<file path="src/rtl/am_insert_sched.sv">
// Purpose: carries multi-lane PCS beats and inserts one alignment marker with a per-lane BIP every 2^GAP_W-1 data beats.
// Latency: one cycle from an accepted upstream beat to the registered downstream beat; each marker slot takes one extra beat.
// Backpressure: in DATA up_ready_o follows the output-register load condition; it stays low while a marker is emitted.
module am_insert_sched #(
   parameter int LANE_N = 4,
   parameter int HEAD_W = 2,
   parameter int DATA_W = 64,
   parameter int GAP_W  = 14
) (
   input  logic                     clk,
   input  logic                     reset,
   input  logic                     up_valid_i,
   output logic                     up_ready_o,
   input  logic [LANE_N*HEAD_W-1:0] up_head_i,
   input  logic [LANE_N*DATA_W-1:0] up_data_i,
   output logic                     dn_valid_o,
   input  logic                     dn_ready_i,
   output logic [LANE_N*HEAD_W-1:0] dn_head_o,
   output logic [LANE_N*DATA_W-1:0] dn_data_o,
   output logic                     dn_marker_o
);

   typedef enum logic {S_MARK, S_DATA} state_t;

   state_t                    state_q, state_d;
   logic [GAP_W-1:0]          gap_q, gap_d, gap_inc;
   logic [LANE_N*8-1:0]       acc_q, acc_d;
   logic [LANE_N*8-1:0]       up_fold, mark_fold;
   logic [LANE_N*HEAD_W-1:0]  mark_head, head_d;
   logic [LANE_N*DATA_W-1:0]  mark_data, data_d;
   logic                      load, vld_d, mk_d;

   // 8-bit interleaved parity of one 66-bit block: payload bit k lands on bit k%8,
   // header bit 0 lands on bit 3 and header bit 1 on bit 4.
   function automatic logic [7:0] fold(input logic [HEAD_W-1:0] h, input logic [DATA_W-1:0] d);
      logic [7:0] f;
      f = '0;
      for (int m = 0; m < DATA_W/8; m++) begin
         f = f ^ d[m*8 +: 8];
      end
      f[3] = f[3] ^ h[0];
      f[4] = f[4] ^ h[1];
      return f;
   endfunction

   // Marker payload for one lane; fixed bytes M0..M2, M4..M6 with BIP in byte 3 and its inverse in byte 7.
   function automatic logic [63:0] marker_lane(input int lane, input logic [7:0] bip);
      logic [47:0] c;
      case (lane)
         0:       c = 48'h90_76_47_6F_89_B8;
         1:       c = 48'hF0_C4_E6_0F_3B_19;
         2:       c = 48'hC5_65_9B_3A_9A_64;
         3:       c = 48'hA2_79_3D_5D_86_C2;
         default: c = '0;
      endcase
      return {~bip, c[7:0], c[15:8], c[23:16], bip, c[31:24], c[39:32], c[47:40]};
   endfunction

   // Per-lane marker beat built from the running BIP, plus the parity folds of both candidate beats.
   always_comb begin
      mark_head = '0;
      mark_data = '0;
      mark_fold = '0;
      up_fold   = '0;
      for (int i = 0; i < LANE_N; i++) begin
         mark_head[i*HEAD_W +: HEAD_W] = HEAD_W'(1);
         mark_data[i*DATA_W +: DATA_W] = DATA_W'(marker_lane(i, acc_q[i*8 +: 8]));
         mark_fold[i*8 +: 8] = fold(mark_head[i*HEAD_W +: HEAD_W], mark_data[i*DATA_W +: DATA_W]);
         up_fold[i*8 +: 8]   = fold(up_head_i[i*HEAD_W +: HEAD_W], up_data_i[i*DATA_W +: DATA_W]);
      end
   end

   // Next state, output-register load and parity accumulation; only a freshly loaded beat is folded.
   always_comb begin
      load       = ~dn_valid_o | dn_ready_i;
      up_ready_o = (state_q == S_DATA) & load;
      gap_inc    = gap_q + GAP_W'(1);
      state_d    = state_q;
      gap_d      = gap_q;
      acc_d      = acc_q;
      vld_d      = dn_valid_o;
      mk_d       = dn_marker_o;
      head_d     = dn_head_o;
      data_d     = dn_data_o;
      if (state_q == S_MARK) begin
         if (load) begin
            vld_d   = 1'b1;
            mk_d    = 1'b1;
            head_d  = mark_head;
            data_d  = mark_data;
            acc_d   = mark_fold;
            gap_d   = '0;
            state_d = S_DATA;
         end
      end else begin
         if (load) begin
            if (up_valid_i) begin
               vld_d  = 1'b1;
               mk_d   = 1'b0;
               head_d = up_head_i;
               data_d = up_data_i;
               acc_d  = acc_q ^ up_fold;
               gap_d  = gap_inc;
               // Counter reaching all-ones means the last data beat of the interval was just taken.
               if (gap_inc == '1) begin
                  state_d = S_MARK;
               end
            end else begin
               vld_d = 1'b0;
               mk_d  = 1'b0;
            end
         end
      end
   end

   // State, counter, accumulators and the output register.
   always_ff @(posedge clk or posedge reset) begin
      if (reset) begin
         state_q     <= S_MARK;
         gap_q       <= '0;
         acc_q       <= '0;
         dn_valid_o  <= 1'b0;
         dn_marker_o <= 1'b0;
         dn_head_o   <= '0;
         dn_data_o   <= '0;
      end else begin
         state_q     <= state_d;
         gap_q       <= gap_d;
         acc_q       <= acc_d;
         dn_valid_o  <= vld_d;
         dn_marker_o <= mk_d;
         dn_head_o   <= head_d;
         dn_data_o   <= data_d;
      end
   end

endmodule

</file>
<file path="config.mk">
export PLATFORM = sky130hd
export DESIGN_NAME = am_insert_sched
export DESIGN_NICKNAME = d
export VERILOG_FILES = /design/src/rtl/am_insert_sched.sv
export SDC_FILE = /design/constraint.sdc
export NUM_CORES = 1
export LEC_CHECK = 0
export CAP_MARGIN = 20
export CORE_AREA = 2 2 208 210
export CTS_CLUSTER_SIZE = 20
export DETAILED_ROUTE_END_ITERATION = 12
export DIE_AREA = 0 0 210 212
export PLACE_DENSITY = 0.65
export SYNTH_ARGS = -nofsm -noshare
export SYNTH_HDL_FRONTEND = slang
export SYNTH_SLANG_ARGS = --single-unit
</file>
<file path="constraint.sdc">
create_clock -name clk -period 10.45 [get_ports clk]
set_clock_uncertainty 0.1 [all_clocks]
set_input_delay 2.09 -clock clk [delete_from_list [all_inputs] [get_ports clk]]
set_output_delay 2.09 -clock clk [all_outputs]
set_load 0.02 [all_outputs]
</file>
# Word-level counts from Yosys, hierarchy flattened
# Cells that the tools add are included.
op_classes:
  addsub: 1
  multipliers: 0
  div_mod_pow: 0
  magnitude_cmp: 0
  eq_ne: 2
  shifts: 0
  n_mux: 27
  bitwise_logic: 68
  n_reduce_logical: 1
op_table:
  columns: ["cell", "count"]
  rows:
  - ["2-to-1 mux 256 bit", 4]
  - ["bitwise XOR 8 bit", 32]
  - ["2-to-1 mux 32 bit", 4]
  - ["2-to-1 mux 14 bit", 4]
  - ["2-to-1 mux 8 bit", 4]
  - ["inverter 8 bit", 4]
  - ["bitwise XOR 32 bit", 1]
  - ["inverter 4 bit", 5]
  - ["inverter 5 bit", 4]
  - ["inverter 3 bit", 6]
  - ["adder 14 x 1 -> 14 bit, second input constant", 1]
  - ["== test 14 bit, second input constant", 1]
  - ["2-to-1 mux 1 bit", 11]
  - ["bitwise XOR 1 bit", 8]
  - ["inverter 6 bit", 1]
  - ["inverter 1 bit", 5]
  - ["!= test 2 bit, second input constant", 1]
  - ["AND reduction 2 bit", 1]
  - ["AND 1 bit", 1]
  - ["bitwise OR 1 bit", 1]
totals:
  ff_bits: 313
  latchBits: 0
  ram_bits: 0
  mem_bits_ro: 0
  inputBits: 268
  output_inout_bits: 267
  n_memories: 0

# Longest topological paths before layout
# Gate-level depths: netlist of the first run.
depth:
  ltp_word: 12
  mapped_depth: 8
  mapped_depth_nobuf: 6

# Least setup slack after synthesis of the first run
# Ideal clock, no wire load.
synth_path:
  path_type: "in2out"
  startpoint: "input port dn_ready_i"
  endpoint: "output port up_ready_o"
  t_arrival_ns: 3.105
  t_required_ns: 8.260
  slack_ns: 5.155
  cell_stages: 5
  n_path_buf: 3
  cell_sequence: "nand2b_1 -> buf_2 -> clkbuf_1 -> clkbuf_1 -> and2_1"
synth_via:
  elab_chain_cells: 2
synth_rtl:
  columns: ["element", "line", "rtl"]
  rows:
  - ["start: declaration", "17", "input logic dn_ready_i,"]
  - ["bitwise OR 1 bit", "75", "load = ~dn_valid_o | dn_ready_i;"]
  - ["AND 1 bit", "76", "up_ready_o = (state_q == S_DATA) & load;"]
  - ["end: declaration", "13", "output logic up_ready_o,"]
# Every way passes these cells.

# Worst setup path after layout of the first run
# Same ends and word-level chain as after synthesis.

==> flow_metrics.py, run 1 <==
metrics = {
    "run_status": {
        "status": "completed",
    },
    "logic_synthesis": {
        "synth_edf_count": 0,
        "avgSynthCellArea_sq_um": 11.6,
        "synthFlopType": "dfrtp_1",
        "synth_cells": 1241,
        "synth_top_cell_by_area": "dfrtp_1",
        "synthDominantCellAreaShare": 0.543,
        "yosysWarningCount": 0,
        "synth-seq-cells": 313,
        "async_flop_share": 1.00,
        "synth_area_leaders": "dfrtp_1 (54%), xnor2_1 (9.5%), a22o_1 (7.1%), o22a_1 (6.0%), o21ai_0 (3.9%)",
        "seq_area_frac_synth": 0.543,
        "ys_types": 41,
        "syn_nets": 1511,
        "syn_area_sq_um": 14400,
    },
    "worst_setup_path": {
        "ff2ff_path_depth": 5,
        "worst_setup_path_end_kind": "primary output",
        "r2r_slack_ps": 6690,
        "arrival_ps": 3530,
        "max_stage_delay_ps": 630,
        "r2r-start": "state_q$_DFF_PP0_",
        "cp-start-kind": "input pin",
        "path_max_fanout": 2,
        "worstReg2RegEnd": "gap_q[9]$_DFFE_PP0P_",
        "setup.worst_path.class": "input pin to primary output",
        "crit_top_cell": "clkdlybuf4s50_1",
        "worstPathRequired_ps": 8260,
        "crit_slowest_cell": "clkdlybuf4s50_1",
        "cp_cell_sequence": "clkdlybuf4s50_1, nand2b_2, and2_1, clkdlybuf4s50_1",
    },
    "placement": {
        "place.gp.congestion": 0.821,
        "placed_cells": 2241,
        "dp_hpwl_um": 34500,
        "io_buffers": 534,
    },
    "floorplan": {
        "die_h_um": 212,
        "core_sq_um": 42500,
        "std_cell_rows": 76,
        "die_area_sq_um": 44500,
        "start_util": 0.339,
        "die_w_um": 210,
        "pin_count": 535,
    },
    "clocking": {
        "htreeDepth": 2,
        "cts_max_path_buffers": 3,
        "cts_root_buf": "clkbuf_16",
        "post_cts_resize_count": 0,
        "cts.sinks": 313,
        "postCtsSetupRepairBufs": 0,
        "ctsHoldBuffers": 0,
        "clk_pin_slew_ps": 50,
        "cts_tree": "done",
        "cts_made_buffers": 40,
        "clock_latency_ps": 560,
    },
    "drt": {
        "wl_um": 49500,
        "detail_route.wl_per_cell_um": 21.4,
        "drc": 0,
        "detail_route.vias_per_cell": 5.12,
        "via_count": 11900,
        "ant_nets": 0,
        "drtIter0Drc": 556,
        "drt_pass1_iterations": 6,
    },
    "pwr": {
        "leakage_nw": 8.82,
        "ir_drop_mv": 0.113,
        "power.density_nw_per_um2": 188,
    },
    "sta": {
        "tightestPinTransition_ps": 1020,
        "slew_violations": 0,
        "fin_crit_sh": 0.547,
        "rsz0062_at_grt": "no",
        "final_hold_viol_count": 0,
        "fin_tns_setup_ps": 0,
        "period_minus_slack_ps": 5720,
        "max_freq_mhz": 175,
        "slew_headroom": 0.319,
        "setup_viol": 0,
    },
    "grt": {
        "grt_pass1_wl_um": 74400,
        "grt_remaining_overflow": 0,
        "met2_usage": 0.355,
        "use_met1": 0.281,
        "use_met3": 0.0620,
        "antenna_found_initial": 2,
        "grt_start_max_net_pins": 169,
        "track_usage": 0.218,
        "grt_pass1_vias": 12400,
        "top_usage_layer": "met2",
    },
    "hold_path": {
        "worstHoldStart": "dn_data_o[91]$_DFFE_PP0P_",
        "hold_path_depth": 2,
        "min_path_type": "flop to flop",
        "hold_end": "dn_data_o[91]$_DFFE_PP0P_",
    },
    "finish": {
        "drive_above_1_share": 0.0469,
        "nets": 2007,
        "fin_cells": 2317,
        "syn2layout_area_growth_pct": 49.0,
        "mostFrequentLayoutCells": "clkdlybuf4s50_1 (533), dfrtp_1 (312), xnor2_1 (156), a22o_1 (117), o21ai_0 (112)",
        "final_common_cell": "clkdlybuf4s50_1",
        "fill_cells": 3767,
    },
    "run": {
        "maxCapViolCount": 0,
    },
}
## sequential cells by signal, summed over array words and instances (netlist names)
| name | cells |
|---|---|
| state_q | 1 |
| gap_q | 14 |
| acc_q | 32 |
| dn_marker_o | 1 |
| dn_valid_o | 1 |
| dn_head_o | 8 |
| dn_data_o | 256 |
## stage by stage
| stage | setup WS (ps) | util | hold WS (ps) | area [sq um] | total power [mW] |
|---|---|---|---|---|---|
| 5_1_grt | 4690 | 0.505 | 400 | 21500 | 4.23 |
| 3_3_place_gp | 4710 | 0.475 | 360 | 20200 | 2.69 |
| 6_report | 4730 | 0.505 | 375 | 21500 | 4.03 |
| 4_1_cts | 4710 | 0.505 | 382 | 21500 | 4.08 |
| 2_1_floorplan | 4090 | - | 368 | 14400 | 2.16 |
| 3_5_place_dp | 4710 | 0.475 | 367 | 20200 | 2.72 |
## synthesized netlist by cell type, types with 2 or more instances
| cell type | n |
|---|---|
| clkbuf_1 | 41 |
| mux2i_1 | 32 |
| o31ai_1 | 3 |
| xnor3_1 | 8 |
| o21ai_0 | 112 |
| a21oi_1 | 48 |
| nand4b_1 | 2 |
| a21boi_0 | 3 |
| ha_1 | 2 |
| buf_1 | 4 |
| xor2_1 | 63 |
| and3_1 | 2 |
| a31oi_1 | 4 |
| and2_1 | 4 |
| buf_2 | 46 |
| nor2_1 | 18 |
| inv_1 | 4 |
| dfrtp_1 | 313 |
| a22o_1 | 117 |
| xnor2_1 | 156 |
| nand2b_1 | 5 |
| nand2_1 | 71 |
| or3_1 | 28 |
| o22ai_1 | 11 |
| nand3_1 | 24 |
| nand4_1 | 7 |
| o22a_1 | 99 |
## routing by layer
metal  up-vias  routed length, um
li1       5485                  -
met1      5881              21300
met2       409              23600
met3        81               3230
met4         0               1390
met5         -                  0
## layout make-up
| class | instances | area [sq um] | share of cell area |
|---|---|---|---|
| multi-input cells | 833 | 6210 | 0.289 |
| flip-flops and latches | 313 | 7840 | 0.365 |
| clock inverters | 9 | 83.8 | 0.00390 |
| clock buffers | 65 | 1200 | 0.0561 |
| diodes | 2 | 5.00 | 0.000233 |
| well taps | 546 | 683 | 0.0318 |
| repair buffers | 545 | 5440 | 0.253 |
| inverters | 4 | 18.8 | 0.000874 |
## power by group
group          switching, mW  total (mW)  internal (mW)
Sequential             0.148        1.56           1.42
Combinational          0.556        1.13          0.571
Clock                  0.549        1.34          0.794
Total                   1.25        4.03           2.78
## critical path: cells and delay by family
| kind | cells | cell delay (ps) |
|---|---|---|
| and+or+nand+nor | 2 | 350 |
| buffers and inverters | 2 | 1100 |
## cells by family (layout without fill, tap and decap cells)
kind of cell             count (synthesis)  in the layout  synth area share
flip-flops                             313            313             0.543
XOR/XNOR                               228            228             0.147
AO/OA/AOI/OAI                          402            402             0.200
adder cells (fa/ha/maj)                  2              2           0.00174
other                                    0              2                 0
buffers and inverters                   95            623            0.0287
AND/OR/NAND/NOR                        169            169            0.0576
multiplexers                            32             32            0.0222
## worst max-delay path by stage
stage	startpoint	slack, ps	to
floorplan	reset	4090	acc_q[0]$_DFFE_PP0P_
global placement	dn_ready_i	4710	up_ready_o
detailed placement	dn_ready_i	4710	up_ready_o
CTS	dn_ready_i	4710	up_ready_o
global route	dn_ready_i	4690	up_ready_o
finish	dn_ready_i	4730	up_ready_o
Note: power is estimated with default switching activity, not from simulation.
==> run 2: changes to the inputs <==
Settings changed: CORE_AREA 2 2 208 210 to 2 2 211 213, DIE_AREA 0 0 210 212 to 0 0 213 215, PLACE_DENSITY 0.65 to 0.61.
Clock period 10.45 ns to 5.8 ns, I/O delays scaled along.
==> flow_metrics.py, run 2 (synthesized netlist as in run 1, its figures left out) <==
metrics = {
    "clocking": {
        "cts_max_path_buffers": 3,
        "post_cts_resize_count": 0,
        "cts_made_buffers": 39,
        "clk_pin_slew_ps": 50,
        "ctsHoldBuffers": 0,
        "cts_tree": "done",
        "clock_latency_ps": 550,
        "cts.sinks": 313,
        "cts_root_buf": "clkbuf_16",
        "htreeDepth": 2,
        "postCtsSetupRepairBufs": 0,
    },
    "floorplan": {
        "die_h_um": 215,
        "pin_count": 535,
        "start_util": 0.330,
        "core_sq_um": 43600,
        "die_area_sq_um": 45800,
        "std_cell_rows": 77,
        "die_w_um": 213,
    },
    "drt": {
        "via_count": 11800,
        "wl_um": 50700,
        "drc": 0,
        "ant_nets": 0,
        "detail_route.vias_per_cell": 5.01,
        "drtIter0Drc": 721,
        "detail_route.wl_per_cell_um": 21.5,
        "drt_pass1_iterations": 4,
    },
    "worst_setup_path": {
        "ff2ff_path_depth": 6,
        "arrival_ps": 2680,
        "worstPathRequired_ps": 4540,
        "setup.worst_path.class": "input pin to primary output",
        "r2r_slack_ps": 3000,
        "path_max_fanout": 5,
        "r2r-start": "dn_valid_o$_DFFE_PP0N_",
        "cp-start-kind": "input pin",
        "worstReg2RegEnd": "acc_q[8]$_DFFE_PP0P_",
        "worst_setup_path_end_kind": "primary output",
    },
    "hold_path": {
        "worstHoldStart": "dn_data_o[221]$_DFFE_PP0P_",
        "min_path_type": "flop to flop",
        "hold_end": "dn_data_o[221]$_DFFE_PP0P_",
        "hold_path_depth": 2,
    },
    "finish": {
        "final_area_sq_um": 21600,
        "nets": 2010,
        "syn2layout_area_growth_pct": 49.6,
        "drive_above_1_share": 0.0498,
        "top_regs": "dn_data_o (256), acc_q (32), gap_q (14)",
        "mostFrequentLayoutCells": "clkdlybuf4s50_1 (533), dfrtp_1 (312), xnor2_1 (156), a22o_1 (117), o21ai_0 (112)",
        "antennaDiodeCount": 0,
        "top_register": "dn_data_o",
        "fill_cells": 3951,
        "largest_reg_flops": 256,
        "final_common_cell": "clkdlybuf4s50_1",
    },
    "placement": {
        "dp_hpwl_um": 36100,
        "place.gp.congestion": 0.839,
        "placed_area_sq_um": 20300,
        "io_buffers": 534,
    },
    "sta": {
        "max_freq_mhz": 254,
        "tightestPinTransition_ps": 1130,
        "slew_violations": 0,
        "slew_headroom": 0.245,
        "fin_tns_setup_ps": 0,
        "final_hold_viol_count": 0,
        "rsz0062_at_grt": "no",
        "setup_viol": 0,
        "fin_crit_sh": 0.680,
        "holdWs_ps": 377,
        "period_minus_slack_ps": 3940,
    },
    "pwr": {
        "power.density_nw_per_um2": 338,
        "ir_drop_mv": 0.216,
        "leakage_nw": 8.86,
    },
    "grt": {
        "grt_pass1_vias": 12300,
        "track_usage": 0.219,
        "antenna_found_initial": 1,
        "grt_remaining_overflow": 0,
        "grt_start_max_net_pins": 136,
        "grt_pass1_wl_um": 76500,
    },
    "run": {
        "maxCapViolCount": 0,
    },
    "run_status": {
        "status": "completed",
    },
}
## run 2: cell count changes in the layout (fill, tap and decap cells not counted), sizes merged
cell	change
clkinvlp	-1
diode	-2
clkbuf	-6
buf	+4
inv	-2
clkinv	+3
bufinv	+1
## run 2: layer usage
| metal | up-vias | GRT usage | part of all wire | wire, um |
|---|---|---|---|---|
| met5 | - | 0 | 0.00026 | 13 |
| met4 | 2 | 0.0634 | 0.028 | 1400 |
| met3 | 85 | 0.0623 | 0.071 | 3590 |
| met2 | 377 | 0.355 | 0.48 | 24300 |
| met1 | 5874 | 0.283 | 0.42 | 21300 |
| li1 | 5480 | - | - | - |
## run 2: worst max path at each step
| stage | startpoint | endpoint | cells past startpoint |
|---|---|---|---|
| 2_1_floorplan | reset | acc_q[0]$_DFFE_PP0P_ | 1 |
| 3_3_place_gp | dn_ready_i | acc_q[8]$_DFFE_PP0P_ | 7 |
| 3_5_place_dp | dn_ready_i | acc_q[8]$_DFFE_PP0P_ | 7 |
| 4_1_cts | dn_ready_i | up_ready_o | 4 |
| 5_1_grt | dn_ready_i | up_ready_o | 4 |
| 6_report | dn_ready_i | up_ready_o | 4 |
## run 2: worst max-delay path, cell delays in order
cell             delay, ps
clkdlybuf4s50_1        480
nand2b_2               260
and2_1                 160
clkdlybuf4s50_1        620
## run 2: cell type report
cell class	instances	area [sq um]	area share
clock buffers	59	1190	0.0553
flip-flops and latches	313	7840	0.363
well taps	592	741	0.0343
multi-input cells	833	6210	0.288
clock inverters	10	77.6	0.00360
repair buffers	549	5490	0.255
inverters	4	18.8	0.000870
## run 2: stage by stage
step,power [mW],instances,utilization,setup WS [ps]
after global placement,4.87,2291,0.465,1760
after global routing,7.65,2360,0.494,1790
after CTS,7.38,2360,0.494,1850
after floorplan,3.89,1241,-,371
final,7.29,2360,0.494,1860
after detailed placement,4.91,2291,0.465,1680
## run 2: where the power goes
part / switching, mW / total, mW / internal (mW)
clock network: 0.970 / 2.43 / 1.46
registers: 0.269 / 2.82 / 2.55
logic: 1.01 / 2.04 / 1.03
==> run 3: changes to the inputs <==
Settings changed: CORE_AREA 2 2 211 213 to 2 2 208 210, DIE_AREA 0 0 213 215 to 0 0 210 212, PLACE_DENSITY 0.61 to 0.65.
Clock period 5.8 ns to 3.4 ns, I/O delays scaled along.
==> flow_metrics.py, run 3 (synthesized netlist as in run 1, its figures left out) <==
metrics = {
    "pwr": {
        "power.density_nw_per_um2": 565,
        "p_clk_frac": 0.321,
        "leakage_nw": 8.95,
        "power.total_mw": 12.3,
        "power.net_switching_mw": 3.76,
        "switching_share": 0.306,
        "p_int_mw": 8.51,
        "combPwrFrac": 0.287,
        "ir_drop_mv": 0.417,
        "power_frac_seq": 0.392,
    },
    "worst_setup_path": {
        "arrival_ps": 2110,
        "crit_top_cell": "clkdlybuf4s50_1",
        "worstPathRequired_ps": 2620,
        "cp-start-kind": "input pin",
        "max_stage_delay_ps": 690,
        "cp_cell_sequence": "clkdlybuf4s50_1, nand2b_2, and2_1, clkdlybuf4s50_1",
        "setup.worst_path.class": "input pin to primary output",
        "worst_setup_path_end_kind": "primary output",
        "crit_slowest_cell": "clkdlybuf4s50_1",
        "path_max_fanout": 2,
    },
    "grt": {
        "grt_start_max_net_pins": 105,
        "track_usage": 0.221,
        "grt_remaining_overflow": 0,
        "grt_pass1_wl_um": 75600,
        "grt_pass1_vias": 12400,
        "antenna_found_initial": 2,
    },
    "drt": {
        "drc": 0,
        "detail_route.vias_per_cell": 5.10,
        "drt_pass1_iterations": 4,
        "drtIter0Drc": 599,
        "wl_um": 50100,
        "detail_route.wl_per_cell_um": 21.5,
        "via_count": 11900,
        "ant_nets": 0,
    },
    "placement": {
        "io_buffers": 534,
        "pre_cts_slack_ps": 419,
        "dp_hpwl_um": 36900,
        "place.gp.congestion": 0.831,
    },
    "clocking": {
        "cts_root_buf": "clkbuf_16",
        "clk_pin_slew_ps": 60,
        "postCtsSetupRepairBufs": 0,
        "ctsHoldBuffers": 0,
        "cts_made_buffers": 37,
        "cts.sinks": 313,
        "cts_max_path_buffers": 3,
        "cts_tree": "done",
        "clock_latency_ps": 540,
        "htreeDepth": 2,
        "post_cts_resize_count": 0,
    },
    "sta": {
        "holdWs_ps": 376,
        "rsz0062_at_grt": "no",
        "period_minus_slack_ps": 2890,
        "slew_headroom": 0.507,
        "max_freq_mhz": 346,
        "final_hold_viol_count": 0,
        "fin_crit_sh": 0.851,
        "slew_violations": 0,
        "setup_ws_ps": 508,
        "setup_viol": 0,
        "tightestPinTransition_ps": 738,
    },
    "finish": {
        "post-route-util": 0.511,
        "nets": 2028,
        "largest_reg_flops": 256,
        "final_common_cell": "clkdlybuf4s50_1",
        "mostFrequentLayoutCells": "clkdlybuf4s50_1 (533), dfrtp_1 (312), xnor2_1 (156), a22o_1 (117), o21ai_0 (112)",
        "syn2layout_area_growth_pct": 50.8,
        "drive_above_1_share": 0.0555,
        "top_register": "dn_data_o",
        "top_regs": "dn_data_o (256), acc_q (32), gap_q (14)",
    },
    "floorplan": {
        "die_h_um": 212,
        "start_util": 0.339,
        "std_cell_rows": 76,
        "pin_count": 535,
        "die_area_sq_um": 44500,
        "core_sq_um": 42500,
        "die_w_um": 210,
    },
    "run": {
        "maxCapViolCount": 0,
    },
    "hold_path": {
        "min_path_type": "input pin to asynchronous set/reset pin",
    },
    "run_status": {
        "status": "completed",
    },
}
-- run 3: cell types whose count changed in the layout (fill, tap and decap cells not counted) --
| cell | before | now |
|---|---|---|
| buf_12 | 3 | 15 |
| inv_6 | 0 | 1 |
| bufinv_16 | 1 | 2 |
| clkbuf_16 | 41 | 39 |
| clkinv_2 | 8 | 4 |
| clkbuf_8 | 10 | 5 |
| diode_2 | 0 | 2 |
| clkbuf_1 | 8 | 12 |
| buf_4 | 12 | 20 |
-- run 3: layout make-up --
class	instances	area (sq um)
fillers	3754	20800
flip-flops and latches	313	7840
multi-input cells	833	6210
repair buffers	569	5790
clock buffers	56	1090
well taps	546	683
clock inverters	8	96.3
inverters	4	18.8
diodes	2	5.00
-- run 3: critical path: cells and delay by family --
kind	cells	cell delay [ps]
AND/OR/NAND/NOR	2	270
buffers and inverters	2	1160
-- run 3: metal layers --
metal / vias to the layer above / track usage / wire (um)
met5: - / 0 / 0
met4: 0 / 0.0721 / 1310
met3: 75 / 0.0629 / 3590
met2: 424 / 0.366 / 24200
met1: 5882 / 0.280 / 21000
li1: 5508 / - / -
-- run 3: power groups by stage --
| stage | registers [mW] | clock network, mW | logic, mW |
|---|---|---|---|
| 6_report | 4.81 | 3.94 | 3.52 |
| 5_1_grt | 4.90 | 4.20 | 3.77 |
| 4_1_cts | 4.81 | 4.04 | 3.56 |
| 3_5_place_dp | 4.87 | 0 | 3.55 |
| 3_3_place_gp | 4.85 | 0 | 3.49 |
| 2_1_floorplan | 5.28 | 0 | 1.35 |
-- run 3: stage by stage --
stage / setup TNS [ps] / cells / instance area, sq um
after floorplan: -484800 / 1241 / 14400
after global placement: 0 / 2265 / 20500
after detailed placement: 0 / 2265 / 20500
after CTS: 0 / 2329 / 21700
after global routing: 0 / 2331 / 21700
final: 0 / 2331 / 21700
-- run 3: final timing paths --
path | from | endpoint | slack (ps) | depth (start not counted)
worst max-delay path | dn_ready_i | up_ready_o | 510 | 4
worst min-delay path | reset | dn_data_o[233]$_DFFE_PP0P_ | 380 | 2
worst min register to register | dn_data_o[25]$_DFFE_PP0P_ | dn_data_o[25]$_DFFE_PP0P_ | 380 | 2
worst max register to register | state_q$_DFF_PP0_ | acc_q[19]$_DFFE_PP0P_ | 1040 | 4
min in group clk | dn_data_o[25]$_DFFE_PP0P_ | dn_data_o[25]$_DFFE_PP0P_ | 380 | 2
max in group asynchronous | reset | dn_data_o[104]$_DFFE_PP0P_ | 1910 | 3
